### src/rtl/usb_pkg.sv
// Shared definitions for the USB full-speed transmit path: packet request codes,
// transmitter states, PID/SYNC bytes and the CRC16 helper.
package usb_pkg;

  typedef enum logic [2:0] {
    PKT_OUT   = 3'd0,
    PKT_IN    = 3'd1,
    PKT_DATA0 = 3'd2,
    PKT_DATA1 = 3'd3,
    PKT_ACK   = 3'd4,
    PKT_NAK   = 3'd5,
    PKT_STALL = 3'd6,
    PKT_NONE  = 3'd7
  } tx_packet_e;

  typedef enum logic [2:0] {
    ST_IDLE,
    ST_SYNC,
    ST_PID,
    ST_DATA,
    ST_CRC_LO,
    ST_CRC_HI,
    ST_EOP_SE0,
    ST_EOP_J
  } tx_state_e;

  localparam logic [7:0]  SYNC_BYTE  = 8'h80;
  localparam logic [7:0]  PID_DATA0  = 8'hC3;
  localparam logic [7:0]  PID_DATA1  = 8'h4B;
  localparam logic [7:0]  PID_ACK    = 8'hD2;
  localparam logic [7:0]  PID_NAK    = 8'h5A;
  localparam logic [7:0]  PID_STALL  = 8'h1E;
  localparam logic [15:0] CRC16_POLY = 16'h8005;
  localparam logic [15:0] CRC16_INIT = 16'hFFFF;

  function automatic logic [7:0] pid_for(input tx_packet_e pkt);
    logic [7:0] pid;
    case (pkt)
      PKT_DATA0: pid = PID_DATA0;
      PKT_DATA1: pid = PID_DATA1;
      PKT_ACK:   pid = PID_ACK;
      PKT_NAK:   pid = PID_NAK;
      default:   pid = PID_STALL;
    endcase
    return pid;
  endfunction

  // Reflected CRC16 update, consuming the byte LSB-first as it goes on the wire
  function automatic logic [15:0] crc16_byte(input logic [15:0] crc, input logic [7:0] data);
    logic [15:0] poly_ref;
    logic [15:0] c;
    logic        fb;
    for (int i = 0; i < 16; i++) poly_ref[i] = CRC16_POLY[15-i];
    c = crc;
    for (int i = 0; i < 8; i++) begin
      fb = c[0] ^ data[i];
      c  = c >> 1;
      if (fb) c = c ^ poly_ref;
    end
    return c;
  endfunction

endpackage

### src/rtl/usb_data_buffer.sv
// Circular byte FIFO shared by the host, the RX packet path and the transmitter.
// Two write ports (RX path has priority), one read port, flush overrides everything.
module usb_data_buffer
  import usb_pkg::*;
#(
  parameter int DEPTH = 64
) (
  input  logic                   clk,
  input  logic                   n_rst,
  input  logic [7:0]             tx_data,
  input  logic                   store_tx_data,
  input  logic [7:0]             rx_packet_data,
  input  logic                   store_rx_packet_data,
  input  logic                   pop,
  input  logic                   flush,
  output logic [7:0]             head,
  output logic [$clog2(DEPTH):0] occupancy
);

  localparam int AW = $clog2(DEPTH);
  localparam logic [AW-1:0] PTR_ONE = AW'(1);
  localparam logic [AW:0]   CNT_ONE = (AW + 1)'(1);
  localparam logic [AW:0]   CNT_MAX = (AW + 1)'(DEPTH);

  logic [7:0]    mem [DEPTH];
  logic [AW-1:0] wr_ptr;
  logic [AW-1:0] rd_ptr;
  logic [7:0]    wr_byte;
  logic          do_push;
  logic          do_pop;

  assign wr_byte = store_rx_packet_data ? rx_packet_data : tx_data;
  assign do_push = (store_rx_packet_data || store_tx_data) && (occupancy != CNT_MAX) && !flush;
  assign do_pop  = pop && (occupancy != '0) && !flush;
  assign head    = mem[rd_ptr];

  always_ff @(posedge clk) begin
    if (do_push) mem[wr_ptr] <= wr_byte;
  end

  always_ff @(posedge clk) begin
    if (n_rst || flush) begin
      wr_ptr    <= '0;
      rd_ptr    <= '0;
      occupancy <= '0;
    end else begin
      if (do_push) wr_ptr <= wr_ptr + PTR_ONE;
      if (do_pop)  rd_ptr <= rd_ptr + PTR_ONE;
      case ({do_push, do_pop})
        2'b10:   occupancy <= occupancy + CNT_ONE;
        2'b01:   occupancy <= occupancy - CNT_ONE;
        default: occupancy <= occupancy;
      endcase
    end
  end

endmodule

### src/rtl/usb_tx_db.sv
// USB full-speed transmitter with shared data buffer: serialises SYNC, PID,
// payload and CRC16 with NRZI and bit stuffing, then drives EOP.
module usb_tx_db
  import usb_pkg::*;
#(
  parameter int CLKS_PER_BIT = 8,
  parameter int BUF_DEPTH    = 64
) (
  input  logic       clk,
  input  logic       n_rst,
  input  logic [7:0] tx_data,
  input  logic       store_tx_data,
  input  logic [7:0] rx_packet_data,
  input  logic       store_rx_packet_data,
  input  logic       get_rx_data,
  input  logic [2:0] tx_packet,
  input  logic       flush,
  input  logic       clear,
  output logic [6:0] buffer_occupancy,
  output logic [7:0] rx_data,
  output logic       dp_out,
  output logic       dm_out,
  output logic       tx_transfer_active,
  output logic       tx_error
);

  localparam int CW = $clog2(CLKS_PER_BIT + 1);
  localparam logic [CW-1:0] TICK_LAST = CW'(CLKS_PER_BIT - 1);
  localparam logic [CW-1:0] CLK_ONE   = CW'(1);

  tx_state_e    state, state_n;
  tx_packet_e   pkt;
  logic [CW-1:0] clk_cnt, clk_cnt_n;
  logic [2:0]   bit_cnt, bit_cnt_n;
  logic [6:0]   byte_cnt, byte_cnt_n;
  logic [7:0]   cur_byte, cur_byte_n;
  logic [7:0]   pid, pid_n;
  logic [2:0]   ones_cnt, ones_cnt_n, ones_next;
  logic         stuffing, stuffing_n;
  logic         line_j, line_j_n;
  logic         se0, se0_n;
  logic [15:0]  crc, crc_n;
  logic         is_data, is_data_n;
  logic [2:0]   prev_pkt;
  logic         tx_error_n;
  logic         accept, tick, cur_bit;
  logic         pop_host, pop_tx;
  logic         do_emit, emit_bit;
  logic [7:0]   head;

  usb_data_buffer #(.DEPTH(BUF_DEPTH)) u_buf (
    .clk                  (clk),
    .n_rst                (n_rst),
    .tx_data              (tx_data),
    .store_tx_data        (store_tx_data),
    .rx_packet_data       (rx_packet_data),
    .store_rx_packet_data (store_rx_packet_data),
    .pop                  (pop_host || pop_tx),
    .flush                (flush || clear),
    .head                 (head),
    .occupancy            (buffer_occupancy)
  );

  assign pkt                = tx_packet_e'(tx_packet);
  assign tx_transfer_active = (state != ST_IDLE);
  assign pop_host           = get_rx_data && (state == ST_IDLE) && (buffer_occupancy != '0);
  assign accept             = (state == ST_IDLE) && (pkt != PKT_NONE) && (prev_pkt == 3'd7);
  assign tick               = (clk_cnt == TICK_LAST);
  assign cur_bit            = stuffing ? 1'b0 : cur_byte[bit_cnt];
  assign dp_out             = se0 ? 1'b0 : line_j;
  assign dm_out             = se0 ? 1'b0 : !line_j;

  always_ff @(posedge clk) begin
    if (n_rst) begin
      state    <= ST_IDLE;
      clk_cnt  <= '0;
      bit_cnt  <= '0;
      byte_cnt <= '0;
      cur_byte <= '0;
      pid      <= '0;
      ones_cnt <= '0;
      stuffing <= 1'b0;
      line_j   <= 1'b1;
      se0      <= 1'b0;
      crc      <= CRC16_INIT;
      is_data  <= 1'b0;
      prev_pkt <= 3'd7;
      tx_error <= 1'b0;
      rx_data  <= '0;
    end else begin
      state    <= state_n;
      clk_cnt  <= clk_cnt_n;
      bit_cnt  <= bit_cnt_n;
      byte_cnt <= byte_cnt_n;
      cur_byte <= cur_byte_n;
      pid      <= pid_n;
      ones_cnt <= ones_cnt_n;
      stuffing <= stuffing_n;
      line_j   <= line_j_n;
      se0      <= se0_n;
      crc      <= crc_n;
      is_data  <= is_data_n;
      prev_pkt <= tx_packet;
      tx_error <= tx_error_n;
      if (pop_host && !flush && !clear) rx_data <= head;
    end
  end

  // Registers describe the bit currently on the line; on each bit-time boundary
  // the next bit (data or stuffed 0) is chosen and NRZI-encoded.
  always_comb begin
    state_n    = state;
    clk_cnt_n  = clk_cnt;
    bit_cnt_n  = bit_cnt;
    byte_cnt_n = byte_cnt;
    cur_byte_n = cur_byte;
    pid_n      = pid;
    ones_cnt_n = ones_cnt;
    stuffing_n = stuffing;
    line_j_n   = line_j;
    se0_n      = se0;
    crc_n      = crc;
    is_data_n  = is_data;
    tx_error_n = 1'b0;
    pop_tx     = 1'b0;
    do_emit    = 1'b0;
    emit_bit   = 1'b1;
    ones_next  = cur_bit ? ones_cnt + 3'd1 : 3'd0;

    if (clear) begin
      state_n    = ST_IDLE;
      clk_cnt_n  = '0;
      bit_cnt_n  = '0;
      ones_cnt_n = '0;
      stuffing_n = 1'b0;
      line_j_n   = 1'b1;
      se0_n      = 1'b0;
    end else begin
      case (state)
        ST_IDLE: begin
          if (accept) begin
            if (pkt == PKT_OUT || pkt == PKT_IN) begin
              tx_error_n = 1'b1;
            end else begin
              state_n    = ST_SYNC;
              clk_cnt_n  = '0;
              bit_cnt_n  = '0;
              ones_cnt_n = '0;
              stuffing_n = 1'b0;
              cur_byte_n = SYNC_BYTE;
              pid_n      = pid_for(pkt);
              crc_n      = CRC16_INIT;
              is_data_n  = (pkt == PKT_DATA0) || (pkt == PKT_DATA1);
              byte_cnt_n = is_data_n ? buffer_occupancy - (pop_host ? 7'd1 : 7'd0) : 7'd0;
              do_emit    = 1'b1;
              emit_bit   = SYNC_BYTE[0];
            end
          end
        end
        ST_EOP_SE0: begin
          if (tick) begin
            if (bit_cnt == 3'd0) begin
              bit_cnt_n = 3'd1;
            end else begin
              bit_cnt_n = '0;
              state_n   = ST_EOP_J;
              se0_n     = 1'b0;
              line_j_n  = 1'b1;
            end
          end
        end
        ST_EOP_J: begin
          if (tick) state_n = ST_IDLE;
        end
        default: begin
          if (tick) begin
            if (!stuffing && ones_next == 3'd6) begin
              stuffing_n = 1'b1;
              ones_cnt_n = '0;
              do_emit    = 1'b1;
              emit_bit   = 1'b0;
            end else begin
              stuffing_n = 1'b0;
              ones_cnt_n = ones_next;
              if (bit_cnt != 3'd7) begin
                bit_cnt_n = bit_cnt + 3'd1;
                do_emit   = 1'b1;
                emit_bit  = cur_byte[bit_cnt_n];
              end else begin
                bit_cnt_n = '0;
                case (state)
                  ST_SYNC: begin
                    state_n    = ST_PID;
                    cur_byte_n = pid;
                  end
                  ST_PID, ST_DATA: begin
                    if (state == ST_PID && !is_data) begin
                      state_n = ST_EOP_SE0;
                    end else if (byte_cnt != 7'd0) begin
                      state_n    = ST_DATA;
                      cur_byte_n = head;
                      pop_tx     = 1'b1;
                      crc_n      = crc16_byte(crc, head);
                      byte_cnt_n = byte_cnt - 7'd1;
                    end else begin
                      state_n    = ST_CRC_LO;
                      cur_byte_n = ~crc[7:0];
                    end
                  end
                  ST_CRC_LO: begin
                    state_n    = ST_CRC_HI;
                    cur_byte_n = ~crc[15:8];
                  end
                  default: state_n = ST_EOP_SE0;
                endcase
                if (state_n == ST_EOP_SE0) begin
                  se0_n = 1'b1;
                end else begin
                  do_emit  = 1'b1;
                  emit_bit = cur_byte_n[0];
                end
              end
            end
          end
        end
      endcase
      if (state != ST_IDLE) clk_cnt_n = tick ? '0 : clk_cnt + CLK_ONE;
    end

    if (do_emit) line_j_n = emit_bit ? line_j : !line_j;
  end

endmodule

### config.mk
export PLATFORM = sky130hd
export DESIGN_NAME = usb_tx_db
export DESIGN_NICKNAME = d
export VERILOG_FILES = /design/src/rtl/usb_pkg.sv /design/src/rtl/usb_data_buffer.sv /design/src/rtl/usb_tx_db.sv
export SDC_FILE = /design/constraint.sdc
export NUM_CORES = 1
export LEC_CHECK = 0
export CAP_MARGIN = 40
export CELL_PAD_IN_SITES_DETAIL_PLACEMENT = 0
export CELL_PAD_IN_SITES_GLOBAL_PLACEMENT = 1
export CORE_ASPECT_RATIO = 0.7
export CORE_MARGIN = 2
export CORE_UTILIZATION = 30
export DETAILED_ROUTE_END_ITERATION = 6
export PLACE_DENSITY = 0.55
export SLEW_MARGIN = 20
export SYNTH_ARGS = -nofsm -noshare
export SYNTH_HDL_FRONTEND = slang
export SYNTH_SLANG_ARGS = --single-unit
### constraint.sdc
create_clock -name clk -period 11.8 [get_ports clk]
set_input_delay 1.18 -clock clk [delete_from_list [all_inputs] [get_ports clk]]
set_output_delay 1.18 -clock clk [all_outputs]
set_load 0.01 [all_outputs]
# After elaboration in Yosys (flattened, before gate mapping)
# Memory sizes are Yosys's and may differ from the RTL's. A register that Yosys moved wholly into a read port is not among the register bits.
# Cells that the tools add are included.
[op_classes]
n_addsub = 9
mux = 183
reduce_logical = 56
bitwise = 25
eq_ne = 37
magnitude_cmp = 2
[op_table]
columns = ["cell", "n"]
rows = [
  ["16-bit two-way mux", 72],
  ["3-bit two-way mux", 24],
  ["8-bit two-way mux", 8],
  ["7-bit two-way mux", 9],
  ["1-bit two-way mux", 47],
  ["16-bit one-hot mux with 2 select lines", 1],
  ["8-bit one-hot mux with 4 select lines", 1],
  ["7-bit one-hot mux with 2 select lines", 2],
  ["3-bit one-hot mux with 3 select lines", 3],
  ["3-bit equality test (second input constant)", 8],
  ["2-bit inverter with 3-bit output", 8],
  ["8-bit one-hot mux with 3 select lines", 1],
  ["4-bit two-way mux", 5],
  ["2-bit != test (second input constant)", 10],
  ["8-bit inverter", 2],
  ["8-bit one-hot mux with 2 select lines", 1],
  ["2-bit nonzero test", 7],
  ["7-bit nonzero test", 2],
  ["7-bit by 1-bit subtractor with 7-bit output (second input constant)", 2],
  ["6-bit by 1-bit adder with 6-bit output (second input constant)", 2],
  ["3-bit by 2-bit equality test with 1-bit output (second input constant)", 4],
  ["1-bit logical AND", 12],
  ["6-bit two-way mux", 2],
  ["3-bit != test (second input constant)", 4],
  ["other kinds (33)", 75],
]
[word_totals]
ff_bits = 87
output_inout_bits = 19
n_memories = 1
ramBits = 512
inputBits = 26
[mem_list]
columns = ["name", "depth", "word_bits", "rd", "rd_clocked_by_memory_dff", "wr", "line_no", "rtl"]
rows = [
  ["u_buf.mem", 64, 8, 1, 1, 1, "usb_data_buffer.sv:25", "logic [7:0] mem [DEPTH];"],
]

# Logic depth before layout (Yosys ltp)
[depth]
ltp_word = 79
depth_mapped = 21
depth_no_buf = 20

# By module
# From an unflattened synthesis, not the netlist that was laid out.
[unflattened]
cells_unflattened = 1535
hier_area_um2 = 25139.1
[by_module_without_submodules]
columns = ["mod", "cells_each", "seq_area_each_um2", "area_per_inst_um2", "instances"]
rows = [
  ["usb_data_buffer", 1049, 15875.2, 21291.7, 1],
  ["usb_tx_db", 486, 1341.3, 3847.4, 1],
]

# Least setup slack after synthesis
# Ideal clock, no wire load.
[synth_timing]
path_type = "in2reg"
start = "input tx_packet[2]"
end = "register u_buf.occupancy[6]"
t_arrival_ps = 4867
path_stages = 16
t_required_ps = 11672
n_path_buf = 1
slack_ps = 6806
path_cell_list = "a311oi_2 -> o211ai_1 -> a2111oi_2 -> nand2_2 -> a2111oi_4 -> ha_1 -> buf_1 -> xor2_1 -> ha_1 -> a21o_1 -> a32o_1 -> a21oi_1 -> a32oi_1 -> a21oi_1 -> xnor2_1 -> nor2_1"
[synth_lines]
columns = ["element", "line_no", "rtl"]
rows = [
  ["start, declared", "usb_tx_db.sv:16", "input logic [2:0] tx_packet,"],
  ["end signal, assigned", "usb_data_buffer.sv:50", "2'b10: occupancy <= occupancy + CNT_ONE;"],
  ["end signal, assigned", "usb_data_buffer.sv:51", "2'b01: occupancy <= occupancy - CNT_ONE;"],
  ["end signal, assigned", "usb_data_buffer.sv:52", "default: occupancy <= occupancy;"],
  ["end, declared", "usb_data_buffer.sv:17", "output logic [$clog2(DEPTH):0] occupancy"],
]

==> out/qor.yml <==
status:
  status: "finished clean"
synth:
  synthTopCellsByArea: "edfxtp_1 61%, mux4_2 9.6%, dfxtp_1 7.3%, nor2_1 2.6%, mux4_1 2.1%"
  synth_ff_type: "edfxtp_1"
  synth_top_area_share: 0.607
  synth_cells: 1550
  yosys_warnings: 0
  synth-async-reset-ratio: 0
  syn_area_um2: 25300
  syn_nets: 1589
  avgSynthCellArea_um2: 16.3
  synth_cell_type_count: 77
  ys_seq_elements: 604
  synth_top_area_cell: "edfxtp_1"
  synth_edf_count: 512
  ys_seq_area_frac: 0.680
sta:
  max_freq_mhz: 172
  setup_tns_ns: 0
  maxSlewViolCount: 0
  fin_crit_ns: 5.80
  clock_skew_ns: 0.0341
  worst_slew_margin_rel: 0.422
  fin_crit_sh: 0.491
  worst_slew_pin_slew_ns: 0.865
  setup_viol: 0
  hold_viol: 0
  rsz0062_at_grt: "false"
floorplanning:
  dieArea_um2: 86800
  die_w_um: 351
  ios: 45
  die_h_um: 247
  start_util: 0.302
  rows: 89
  coreArea_um2: 84000
critical_path:
  worstPathRequired_ns: 12.26
  reg2reg_depth: 17
  setup.worst_path.start_class: "input pin"
  setup.worst_path.end_class: "register"
  cp_cell_sequence: "clkdlybuf4s50_1 -> a311oi_2 -> o211ai_1 -> a2111oi_4 -> buf_4 -> nand2_2 -> a2111oi_4 -> ha_1 -> xor2_1 -> ha_1 -> a21o_1 -> a32o_1 -> a21oi_1 -> a32oi_1 -> a21oi_1 -> xnor2_1 -> nor2_1"
  critPathMaxStageDelay_ns: 0.61
  cp.depth: 17
  worstSetupPathType: "in2reg"
  cp_data_arrival_time_ns: 6.26
  cp_max_fo: 38
  crit_buf_inv: 2
  crit_slowest_cell: "ha_1"
  cp_top_family: "compound AO/OA/AOI/OAI gates"
route:
  drc_errors: 0
  vias: 14225
  drt-wirelength-per-cell_um: 24.1
  drtPass1Iterations: 5
  routed_via_density: 5.02
  detail_route.iter0.violations: 1470
  antenna_left: 0
  drt-total-wl_um: 68300
layout:
  nNetsFinal: 1682
  final_cell_mix: "512 x edfxtp_1, 176 x nor2_1, 108 x mux4_2, 88 x dfxtp_1"
  drive_gt1_frac: 0.202
  diodes: 0
  area_growth_pct: 15.9
  layout_commonest_cell: "edfxtp_1"
  fillCellCount: 8056
clock_network:
  cts_setup_buffers: 0
  clk_pin_slew_ns: 0.06
  holdBufCountCts: 0
  clock_sinks: 604
  root_buffer: "clkbuf_16"
  clock_latency_ns: 0.62
  htreeDepth: 3
  cts.path.max_buffers: 3
  cts_tree: "yes"
  cts_inserted_buffers: 66
  cts_resized: 0
flow_run:
  maxCapViolCount: 0
hold_path:
  holdPathStages: 2
  min_path_type: "reg2reg"
power:
  total_power_mw: 4.54
  vdd.ir_drop.worst_mv: 0.111
  power_density_nw_per_um2: 155
  p_leak_nw: 9.14
placed_design:
  io_buffers: 44
  gp_congestion: 0.798
  hpwl_um: 43900
grt:
  grt_start_max_net_pins: 84
  top_usage_layer: "met1"
  grt_overflow: 0
  use_met2: 0.215
  grtUsageTotal: 0.158
  grt_use_met3: 0.0378
  first_global_vias: 13773
  grt_pass1_wl_um: 99100
  use_met1: 0.251
  antenna_found_initial: 2
==> registers in the layout, indices dropped and copies added, names as in the netlist, named ones only <==
| register | count |
|---|---|
| byte_cnt | 7 |
| clk_cnt | 4 |
| rx_data | 8 |
| stuffing | 1 |
| se0 | 1 |
| crc | 16 |
| u_buf.occupancy | 7 |
| state | 3 |
| u_buf.wr_ptr | 6 |
| prev_pkt | 3 |
| is_data | 1 |
| cur_byte | 8 |
| tx_error | 1 |
| u_buf.rd_ptr | 6 |
| bit_cnt | 3 |
| u_buf.mem | 512 |
| pid | 7 |
| ones_cnt | 3 |
| line_j | 1 |
==> per-layer routing <==
metal | up-vias | wire [um]
li1 | 6288 | -
met1 | 7394 | 34700
met2 | 459 | 27800
met3 | 84 | 4680
met4 | 0 | 1140
met5 | - | 0
==> per-stage QoR <==
stage                     worst slack (ns)  utilization  instance area [um2]  hold WS, ns  instances
after floorplan                       6.81            -                25300        0.436       1550
after global placement                5.45        0.319                26800        0.452       2661
after detailed placement              5.46        0.322                27100        0.460       2694
after CTS                             6.07        0.348                29200        0.469       2815
after global routing                  5.59        0.350                29300        0.503       2833
final                                 6.00        0.350                29300        0.459       2833
==> cell families (layout without fill, tap and decap cells) <==
family	after synthesis	after routing	synth area share
buffers and inverters	103	249	0.0250
adders and majority gates	13	13	0.00642
and+or+nand+nor	390	390	0.0713
xor gates and xnor gates	49	49	0.0208
muxes	189	189	0.142
AOI/OAI and AO/OA	202	202	0.0548
DFF	604	604	0.680
==> cell usage after synthesis, types with 13 or more instances <==
master / instances
xor2_1: 25
nor3_1: 21
a21oi_1: 61
mux4_1: 20
a211oi_1: 14
mux2i_1: 38
o22ai_1: 19
edfxtp_1: 512
or2_2: 16
ha_1: 13
nand2_1: 69
mux2_2: 23
buf_4: 15
mux4_2: 108
nand3_1: 22
nor2_1: 176
clkbuf_1: 34
buf_6: 22
dfxtp_1: 92
nor2b_1: 26
xnor2_1: 17
o21ai_0: 31
==> path summary, 6_finish.rpt <==
kind                                    from            endpoint  slack (ns)
worst min register to register    rx_data[4]          rx_data[4]        0.46
worst max register to register    bit_cnt[0]  u_buf.occupancy[6]        6.07
worst min-delay path              rx_data[4]          rx_data[4]        0.46
worst max-delay path            tx_packet[2]  u_buf.occupancy[6]        6.00
==> area by class of cell <==
type                       count  area, um2  area share
sequential                   604      17200       0.587
clock inverter                43        384      0.0131
inverter                      16       60.1     0.00205
clock buffer                  78       1760      0.0600
multi-input combinational    843       7490       0.255
timing repair buffer         112        998      0.0340
tap                         1137       1420      0.0485
==> tightest hold or removal path: cells and delay by family (launching register included) <==
family | cells | cell delay, ns
compound gates | 1 | 0.05
flops | 1 | 0.31
simple gates | 1 | 0.05
==> report_power, final <==
group | total, mW | internal [mW] | switching, mW
clock | 2.04 | 1.18 | 0.858
combinational | 0.152 | 0.0476 | 0.105
sequential | 2.34 | 2.33 | 0.00672
total | 4.54 | 3.57 | 0.969
(Power assumes the default switching activity.)
